==> src/rtl/axi4_csr_master_pkg.sv <==
// Shared AXI4 types for the CSR initiator: response codes, beat size and FSM states.
package axi4_pkg;

  typedef enum logic [1:0] {
    OKAY   = 2'b00,
    EXOKAY = 2'b01,
    SLVERR = 2'b10,
    DECERR = 2'b11
  } XRESP_t;

  localparam logic [2:0] S4 = 3'b010;

  typedef enum logic [2:0] {
    M_IDLE,
    M_AR,
    M_R,
    M_AWW,
    M_B,
    M_RSP
  } MState_t;

  // A protocol violation downgrades the response to SLVERR but never hides a DECERR.
  function automatic XRESP_t force_err(input XRESP_t r);
    return (r == DECERR) ? DECERR : SLVERR;
  endfunction

endpackage

==> src/rtl/axi4_csr_master_if.sv <==
// AXI4 bus with the subset of fields used by single-beat CSR traffic.
interface axi4 #(
  parameter int unsigned idlen = 4
);
  import axi4_pkg::*;

  logic             aw_valid;
  logic             aw_ready;
  logic [idlen-1:0] aw_id;
  logic [31:0]      aw_addr;
  logic [7:0]       aw_len;
  logic [2:0]       aw_size;
  logic [1:0]       aw_burst;
  logic [2:0]       aw_prot;

  logic             w_valid;
  logic             w_ready;
  logic [31:0]      w_data;
  logic [3:0]       w_strb;
  logic             w_last;

  logic             b_valid;
  logic             b_ready;
  logic [idlen-1:0] b_id;
  XRESP_t           b_resp;

  logic             ar_valid;
  logic             ar_ready;
  logic [idlen-1:0] ar_id;
  logic [31:0]      ar_addr;
  logic [7:0]       ar_len;
  logic [2:0]       ar_size;
  logic [1:0]       ar_burst;
  logic [2:0]       ar_prot;

  logic             r_valid;
  logic             r_ready;
  logic [idlen-1:0] r_id;
  logic [31:0]      r_data;
  XRESP_t           r_resp;
  logic             r_last;

  modport master (
    output aw_valid, aw_id, aw_addr, aw_len, aw_size, aw_burst, aw_prot,
    input  aw_ready,
    output w_valid, w_data, w_strb, w_last,
    input  w_ready,
    input  b_valid, b_id, b_resp,
    output b_ready,
    output ar_valid, ar_id, ar_addr, ar_len, ar_size, ar_burst, ar_prot,
    input  ar_ready,
    input  r_valid, r_id, r_data, r_resp, r_last,
    output r_ready
  );

  modport slave (
    input  aw_valid, aw_id, aw_addr, aw_len, aw_size, aw_burst, aw_prot,
    output aw_ready,
    input  w_valid, w_data, w_strb, w_last,
    output w_ready,
    output b_valid, b_id, b_resp,
    input  b_ready,
    input  ar_valid, ar_id, ar_addr, ar_len, ar_size, ar_burst, ar_prot,
    output ar_ready,
    output r_valid, r_id, r_data, r_resp, r_last,
    input  r_ready
  );

endinterface

==> src/rtl/axi4_csr_master.sv <==
// Single-outstanding AXI4 initiator: one command in, one single-beat 32-bit
// transaction on the bus, one response out.
module axi4_csr_master
  import axi4_pkg::*;
#(
  parameter int unsigned ID      = 0,
  parameter int unsigned TIMEOUT = 1024
) (
  input  logic        clk,
  input  logic        rst_n,
  axi4.master         bus,
  input  logic        cmd_valid_i,
  output logic        cmd_ready_o,
  input  logic        cmd_we_i,
  input  logic [31:0] cmd_addr_i,
  input  logic [31:0] cmd_wdata_i,
  output logic        rsp_valid_o,
  input  logic        rsp_ready_i,
  output logic [31:0] rsp_rdata_o,
  output XRESP_t      rsp_resp_o,
  output logic        proto_err_o,
  output logic        timeout_o
);

  localparam int unsigned IDW  = bus.idlen;
  localparam int unsigned CW   = (TIMEOUT == 0) ? 1 : $clog2(TIMEOUT + 1);
  localparam logic [CW-1:0] TMAX = CW'(TIMEOUT);
  localparam logic [IDW-1:0] MY_ID = IDW'(ID);

  MState_t       state, state_nx;
  logic          we_q;
  logic [31:0]   addr_q, wdata_q, rdata_q;
  XRESP_t        resp_q;
  logic          aw_done, w_done;
  logic [CW-1:0] cnt;
  logic          proto_err_q, timeout_q;
  logic          r_bad, b_bad, waiting, stay;

  assign r_bad   = (bus.r_id != MY_ID) || !bus.r_last;
  assign b_bad   = (bus.b_id != MY_ID);
  assign waiting = (state == M_AR) || (state == M_R) || (state == M_AWW) || (state == M_B);
  assign stay    = (state_nx == state);

  assign bus.ar_id    = MY_ID;
  assign bus.ar_addr  = addr_q;
  assign bus.ar_len   = '0;
  assign bus.ar_size  = S4;
  assign bus.ar_burst = '0;
  assign bus.ar_prot  = '0;
  assign bus.aw_id    = MY_ID;
  assign bus.aw_addr  = addr_q;
  assign bus.aw_len   = '0;
  assign bus.aw_size  = S4;
  assign bus.aw_burst = '0;
  assign bus.aw_prot  = '0;
  assign bus.w_data   = wdata_q;
  assign bus.w_strb   = 4'hF;
  assign bus.w_last   = 1'b1;

  assign rsp_rdata_o = rdata_q;
  assign rsp_resp_o  = resp_q;
  assign proto_err_o = proto_err_q;
  assign timeout_o   = timeout_q;

  always_ff @(posedge clk) begin
    if (!rst_n) begin
      state       <= M_IDLE;
      we_q        <= 1'b0;
      addr_q      <= '0;
      wdata_q     <= '0;
      rdata_q     <= '0;
      resp_q      <= OKAY;
      aw_done     <= 1'b0;
      w_done      <= 1'b0;
      cnt         <= '0;
      proto_err_q <= 1'b0;
      timeout_q   <= 1'b0;
    end else begin
      state <= state_nx;
      if (state == M_IDLE && cmd_valid_i) begin
        we_q    <= cmd_we_i;
        addr_q  <= cmd_addr_i & ~32'h3;
        wdata_q <= cmd_wdata_i;
        rdata_q <= '0;
        resp_q  <= OKAY;
      end
      if (state == M_R && bus.r_valid) begin
        rdata_q <= bus.r_data;
        resp_q  <= r_bad ? force_err(bus.r_resp) : bus.r_resp;
        if (r_bad) proto_err_q <= 1'b1;
      end
      if (state == M_B && bus.b_valid) begin
        resp_q <= b_bad ? force_err(bus.b_resp) : bus.b_resp;
        if (b_bad) proto_err_q <= 1'b1;
      end
      // Handshake flags live only for one AWW visit; each valid drops after its own handshake.
      if (state == M_AWW && stay) begin
        aw_done <= aw_done | bus.aw_ready;
        w_done  <= w_done | bus.w_ready;
      end else begin
        aw_done <= 1'b0;
        w_done  <= 1'b0;
      end
      if (waiting && stay) begin
        if (cnt != TMAX) begin
          cnt <= cnt + 1'b1;
          if (TIMEOUT != 0 && (cnt + 1'b1) == TMAX) timeout_q <= 1'b1;
        end
      end else begin
        cnt <= '0;
      end
    end
  end

  always_comb begin
    state_nx     = state;
    cmd_ready_o  = 1'b0;
    rsp_valid_o  = 1'b0;
    bus.ar_valid = 1'b0;
    bus.r_ready  = 1'b0;
    bus.aw_valid = 1'b0;
    bus.w_valid  = 1'b0;
    bus.b_ready  = 1'b0;
    unique case (state)
      M_IDLE: begin
        cmd_ready_o = 1'b1;
        if (cmd_valid_i) state_nx = cmd_we_i ? M_AWW : M_AR;
      end
      M_AR: begin
        bus.ar_valid = 1'b1;
        if (bus.ar_ready) state_nx = M_R;
      end
      M_R: begin
        bus.r_ready = 1'b1;
        if (bus.r_valid) state_nx = M_RSP;
      end
      M_AWW: begin
        bus.aw_valid = !aw_done;
        bus.w_valid  = !w_done;
        if ((aw_done || bus.aw_ready) && (w_done || bus.w_ready)) state_nx = M_B;
      end
      M_B: begin
        bus.b_ready = 1'b1;
        if (bus.b_valid) state_nx = M_RSP;
      end
      M_RSP: begin
        rsp_valid_o = 1'b1;
        if (rsp_ready_i) state_nx = M_IDLE;
      end
      default: state_nx = M_IDLE;
    endcase
  end

endmodule

==> src/flat_wrapper.sv <==
// flat-port wrapper written by rule: the top's interface ports become plain ports
module axi4_csr_master_flat import axi4_pkg::*;
#(
  parameter int unsigned ID      = 0,
  parameter int unsigned TIMEOUT = 1024
)
  (clk, rst_n, cmd_valid_i, cmd_ready_o, cmd_we_i, cmd_addr_i, cmd_wdata_i, rsp_valid_o, rsp_ready_i, rsp_rdata_o, rsp_resp_o, proto_err_o, timeout_o, bus_aw_valid, bus_aw_id, bus_aw_addr, bus_aw_len, bus_aw_size, bus_aw_burst, bus_aw_prot, bus_aw_ready, bus_w_valid, bus_w_data, bus_w_strb, bus_w_last, bus_w_ready, bus_b_valid, bus_b_id, bus_b_resp, bus_b_ready, bus_ar_valid, bus_ar_id, bus_ar_addr, bus_ar_len, bus_ar_size, bus_ar_burst, bus_ar_prot, bus_ar_ready, bus_r_valid, bus_r_id, bus_r_data, bus_r_resp, bus_r_last, bus_r_ready);
  axi4 bus_i ();
  input  logic clk;
  input  logic rst_n;
  input  logic cmd_valid_i;
  output logic cmd_ready_o;
  input  logic cmd_we_i;
  input  logic [31:0] cmd_addr_i;
  input  logic [31:0] cmd_wdata_i;
  output logic rsp_valid_o;
  input  logic rsp_ready_i;
  output logic [31:0] rsp_rdata_o;
  output XRESP_t rsp_resp_o;
  output logic proto_err_o;
  output logic timeout_o;
  output wire logic [$bits(bus_i.aw_valid)-1:0] bus_aw_valid;
  output wire logic [$bits(bus_i.aw_id)-1:0] bus_aw_id;
  output wire logic [$bits(bus_i.aw_addr)-1:0] bus_aw_addr;
  output wire logic [$bits(bus_i.aw_len)-1:0] bus_aw_len;
  output wire logic [$bits(bus_i.aw_size)-1:0] bus_aw_size;
  output wire logic [$bits(bus_i.aw_burst)-1:0] bus_aw_burst;
  output wire logic [$bits(bus_i.aw_prot)-1:0] bus_aw_prot;
  input wire logic [$bits(bus_i.aw_ready)-1:0] bus_aw_ready;
  output wire logic [$bits(bus_i.w_valid)-1:0] bus_w_valid;
  output wire logic [$bits(bus_i.w_data)-1:0] bus_w_data;
  output wire logic [$bits(bus_i.w_strb)-1:0] bus_w_strb;
  output wire logic [$bits(bus_i.w_last)-1:0] bus_w_last;
  input wire logic [$bits(bus_i.w_ready)-1:0] bus_w_ready;
  input wire logic [$bits(bus_i.b_valid)-1:0] bus_b_valid;
  input wire logic [$bits(bus_i.b_id)-1:0] bus_b_id;
  input wire logic [$bits(bus_i.b_resp)-1:0] bus_b_resp;
  output wire logic [$bits(bus_i.b_ready)-1:0] bus_b_ready;
  output wire logic [$bits(bus_i.ar_valid)-1:0] bus_ar_valid;
  output wire logic [$bits(bus_i.ar_id)-1:0] bus_ar_id;
  output wire logic [$bits(bus_i.ar_addr)-1:0] bus_ar_addr;
  output wire logic [$bits(bus_i.ar_len)-1:0] bus_ar_len;
  output wire logic [$bits(bus_i.ar_size)-1:0] bus_ar_size;
  output wire logic [$bits(bus_i.ar_burst)-1:0] bus_ar_burst;
  output wire logic [$bits(bus_i.ar_prot)-1:0] bus_ar_prot;
  input wire logic [$bits(bus_i.ar_ready)-1:0] bus_ar_ready;
  input wire logic [$bits(bus_i.r_valid)-1:0] bus_r_valid;
  input wire logic [$bits(bus_i.r_id)-1:0] bus_r_id;
  input wire logic [$bits(bus_i.r_data)-1:0] bus_r_data;
  input wire logic [$bits(bus_i.r_resp)-1:0] bus_r_resp;
  input wire logic [$bits(bus_i.r_last)-1:0] bus_r_last;
  output wire logic [$bits(bus_i.r_ready)-1:0] bus_r_ready;
  assign bus_aw_valid = bus_i.aw_valid;
  assign bus_aw_id = bus_i.aw_id;
  assign bus_aw_addr = bus_i.aw_addr;
  assign bus_aw_len = bus_i.aw_len;
  assign bus_aw_size = bus_i.aw_size;
  assign bus_aw_burst = bus_i.aw_burst;
  assign bus_aw_prot = bus_i.aw_prot;
  assign bus_i.aw_ready = bus_aw_ready;
  assign bus_w_valid = bus_i.w_valid;
  assign bus_w_data = bus_i.w_data;
  assign bus_w_strb = bus_i.w_strb;
  assign bus_w_last = bus_i.w_last;
  assign bus_i.w_ready = bus_w_ready;
  assign bus_i.b_valid = bus_b_valid;
  assign bus_i.b_id = bus_b_id;
  assign bus_i.b_resp = bus_b_resp;
  assign bus_b_ready = bus_i.b_ready;
  assign bus_ar_valid = bus_i.ar_valid;
  assign bus_ar_id = bus_i.ar_id;
  assign bus_ar_addr = bus_i.ar_addr;
  assign bus_ar_len = bus_i.ar_len;
  assign bus_ar_size = bus_i.ar_size;
  assign bus_ar_burst = bus_i.ar_burst;
  assign bus_ar_prot = bus_i.ar_prot;
  assign bus_i.ar_ready = bus_ar_ready;
  assign bus_i.r_valid = bus_r_valid;
  assign bus_i.r_id = bus_r_id;
  assign bus_i.r_data = bus_r_data;
  assign bus_i.r_resp = bus_r_resp;
  assign bus_i.r_last = bus_r_last;
  assign bus_r_ready = bus_i.r_ready;
  axi4_csr_master #(.ID(ID), .TIMEOUT(TIMEOUT)) u_core (.clk(clk), .rst_n(rst_n), .bus(bus_i), .cmd_valid_i(cmd_valid_i), .cmd_ready_o(cmd_ready_o), .cmd_we_i(cmd_we_i), .cmd_addr_i(cmd_addr_i), .cmd_wdata_i(cmd_wdata_i), .rsp_valid_o(rsp_valid_o), .rsp_ready_i(rsp_ready_i), .rsp_rdata_o(rsp_rdata_o), .rsp_resp_o(rsp_resp_o), .proto_err_o(proto_err_o), .timeout_o(timeout_o));
endmodule
==> config.mk <==
export PLATFORM = sky130hd
export DESIGN_NAME = axi4_csr_master_flat
export DESIGN_NICKNAME = d
export VERILOG_FILES = /design/src/rtl/axi4_csr_master_pkg.sv /design/src/rtl/axi4_csr_master_if.sv /design/src/rtl/axi4_csr_master.sv /design/src/flat_wrapper.sv
export SDC_FILE = /design/constraint.sdc
export NUM_CORES = 1
export LEC_CHECK = 0
export CORE_MARGIN = 2
export CORE_UTILIZATION = 37
export DETAILED_ROUTE_END_ITERATION = 7
export PLACE_DENSITY = 0.82
export SLEW_MARGIN = 20
export SYNTH_ARGS = -nofsm -noshare
export SYNTH_HDL_FRONTEND = slang
export SYNTH_SLANG_ARGS = --single-unit
==> constraint.sdc <==
create_clock -name clk -period 2.4 [get_ports clk]
set_clock_uncertainty 0.1 [all_clocks]
set_input_delay 0.48 -clock clk [delete_from_list [all_inputs] [get_ports clk]]
set_output_delay 0.48 -clock clk [all_outputs]
set_load 0.01 [all_outputs]
==> reports/results.txt <==
Vias - 4694
Crit path required time - 1.82 ns
total track usage - 0.194
Seq cells post-synth - 114
I/O pin cnt - 303
status - completed
slowest CP cell - clkdlybuf4s50_1
Final #Nets - 939
TritonCTS clock tree - yes
Placer Congestion - 0.828
Reg2Reg Setup Slack - 0.39 ns
Mapped Area - 4950 um^2
largest net degree at the start of global routing - 63
Avg Inst Size Synth - 8.23 um^2
layout cells sized above 1 - 0.0794
met2 Use GR - 0.341
met3 usage in global routing - 0.0684
synth unique cells - 50
Hold Buf Count CTS - 0
PnR worst setup slack - 0.0861 ns
fmax - 432 MHz
prevailing post-synth register cell - dfxtp_1
Worst Path Arrival - 1.73 ns
ys async rst share - 0
WL/cell - 14.0 um
Clk pin slew, worst setup/hold paths - 0.05 ns
worst-path cell chain - nand2b_1, nor2_1, clkdlybuf4s50_1
CP max stage delay - 0.55 ns
detailed-route wire length - 14100 um
deepest clock path buffer count - 2
final core utilization - 0.605
Vias/cell - 4.66
Clock Sinks - 114
Final Hold Vio Count - 0
initial antenna violation count - 0
Die Wd - 120 um
GRT overflow - 0
hold_ws - 0.351 ns
final setup vio count - 0
dpl ws - 0.00990 ns
height of the die - 120 um
fin crit period - 2.31 ns
CTS buffer count - 17
Finished Cell Area - 7950 um^2
number of flops mapped to enable cells by yosys - 0
H-tree Lvls - 4
GR peak layer - met2
Max Slew Vio Count - 0
met1 Track Usage GR - 0.215
Slew @ Worst Pin - 0.811 ns
IO buf count - 251
Post-DP Area - 7320 um^2
Remaining DRCs - 0
max-cap check violation count - 0
vias in the first global route - 4384
first-pass GRT wire length - 22000 um
FP Rows - 42
Total Die Area - 14300 um^2
critical path class - flip-flop to primary output
leakage - 2.93 nW
cell count after synthesis - 602
Worst slew margin - 0.458
setup tns final - 0 ns
DRT Pass-1 Iters - 5
clk_lat worst skew - 0.40 ns
hold crit path type - flip-flop to flip-flop
register area share after synthesis - 0.461
# diodes - 0
area delta synth->final - 60.4%
yosys synthesis warning count - 0
Antenna Violating Nets Remaining - 0
RSZ-0062 raised after global routing - false
pwr/cell area - 753 nW/um^2
Worst setup SP type - flip-flop
hpwl dp - 10000 um
Initial Utilization - 0.377
fin crit share - 0.964
clock root buffer - clkbuf_16
Peak VDD IR - 0.409 mV
# fillers - 1147
CORE AREA - 13100 um^2
crit path max fanout - 12
1st-iter DRT viols - 289
CP Capture Type - primary output
cell usage in the layout (no fill, tap or decap), drive strengths merged, types with 3 or more instances in the layout:
cell	Yosys	final
o21ai	5	5
nor4	7	7
dfxtp	114	114
clkdlybuf4s50	0	251
a22oi	32	32
conb	2	49
clkinv	0	5
nand2b	5	5
nand2	136	136
inv	8	7
nor2	47	47
nand3	7	7
xnor2	7	7
clkinvlp	0	3
buf	87	15
nor3	15	15
bufinv	0	3
a21oi	64	64
clkbuf	29	22
repair_timing:
item / in CTS / in global routing
pin swaps: 0 / 1
gates cloned: 0 / 0
endpoints found under the setup margin: 6 / 3
setup buffers: 0 / 1
gates resized for setup: 6 / 2
endpoints found under the hold margin: 0 / 0
logic make-up after synthesis:
group,after synthesis,share of synthesized area
compound gates,116,0.143
xor+xnor,9,0.0159
fa+ha+maj,2,0.00505
buf+inv,124,0.158
flops,114,0.461
mux,4,0.0109
other cells,2,0.00152
simple gates,231,0.205
worst max-delay path, delay by kind of cell, from the launching register on:
kind          cells  cell delay (ns)
flops             1             0.38
buf+inv           1             0.55
simple gates      2             0.40
worst paths after layout:
check,start,end,cells past startpoint
worst max-delay path,u_core.state[1],rsp_valid_o,3
worst min-delay path,u_core.bus.w_data[2],u_core.bus.w_data[2],2
worst max register to register,u_core.cnt[6],u_core.cnt[1],4
worst min register to register,u_core.bus.w_data[2],u_core.bus.w_data[2],2
state kept, by name, indices dropped and copies added, names as in the netlist:
| name | cells |
|---|---|
| u_core.aw_done | 1 |
| u_core.bus.ar_addr | 30 |
| u_core.bus.w_data | 32 |
| u_core.cnt | 11 |
| u_core.proto_err_o | 1 |
| u_core.rsp_rdata_o | 32 |
| u_core.rsp_resp_o | 2 |
| u_core.state | 3 |
| u_core.timeout_o | 1 |
| u_core.w_done | 1 |
metal layers:
metal  wire, um  share of wire
met5          0              0
met4        204          0.014
met3       1170          0.083
met2       7200           0.51
met1       5570           0.39
area by class of cell:
cell class	count	area (um^2)	area share
timing repair buffer	266	2700	0.340
sequential	114	2290	0.288
clock buffer	22	464	0.0584
multi-input combinational	411	2110	0.265
clock inverter	10	133	0.0167
inverter	8	31.3	0.00394
tap	176	220	0.0277
metrics by stage:
step / total power, mW / instances
2_1_floorplan: 2.85 / 649
4_1_cts: 6.05 / 1006
3_3_place_gp: 3.46 / 974
3_5_place_dp: 3.48 / 974
6_report: 5.99 / 1007
5_1_grt: 6.27 / 1007
report_power, final:
part | switching [mW] | internal [mW] | leakage [nW] | total [mW]
logic | 0.615 | 0.693 | 1.72 | 1.31
clock network | 0.865 | 1.68 | 0.286 | 2.54
registers | 0.103 | 2.03 | 0.930 | 2.14
total | 1.58 | 4.40 | 2.93 | 5.99
synthesized netlist by cell type (all sizes together), types with 2 or more instances:
cell | count | area [um^2]
nand3 | 7 | 35.0
mux2i | 2 | 20.0
buf | 87 | 643
nor4 | 7 | 58.8
ha | 2 | 25.0
xor2 | 2 | 17.5
nor3 | 15 | 85.1
xnor2 | 7 | 61.3
nand2 | 136 | 510
inv | 8 | 30.0
nor2 | 47 | 176
or2 | 2 | 12.5
or4b | 2 | 20.0
or4 | 2 | 18.8
nand2b | 5 | 31.3
o31a | 2 | 17.5
a31oi | 2 | 12.5
conb | 2 | 7.51
o21ai | 5 | 25.0
nand3b | 2 | 15.0
a22oi | 32 | 240
a21oi | 64 | 320
dfxtp | 114 | 2280
clkbuf | 29 | 109
Power figures use the tool's default switching activity.
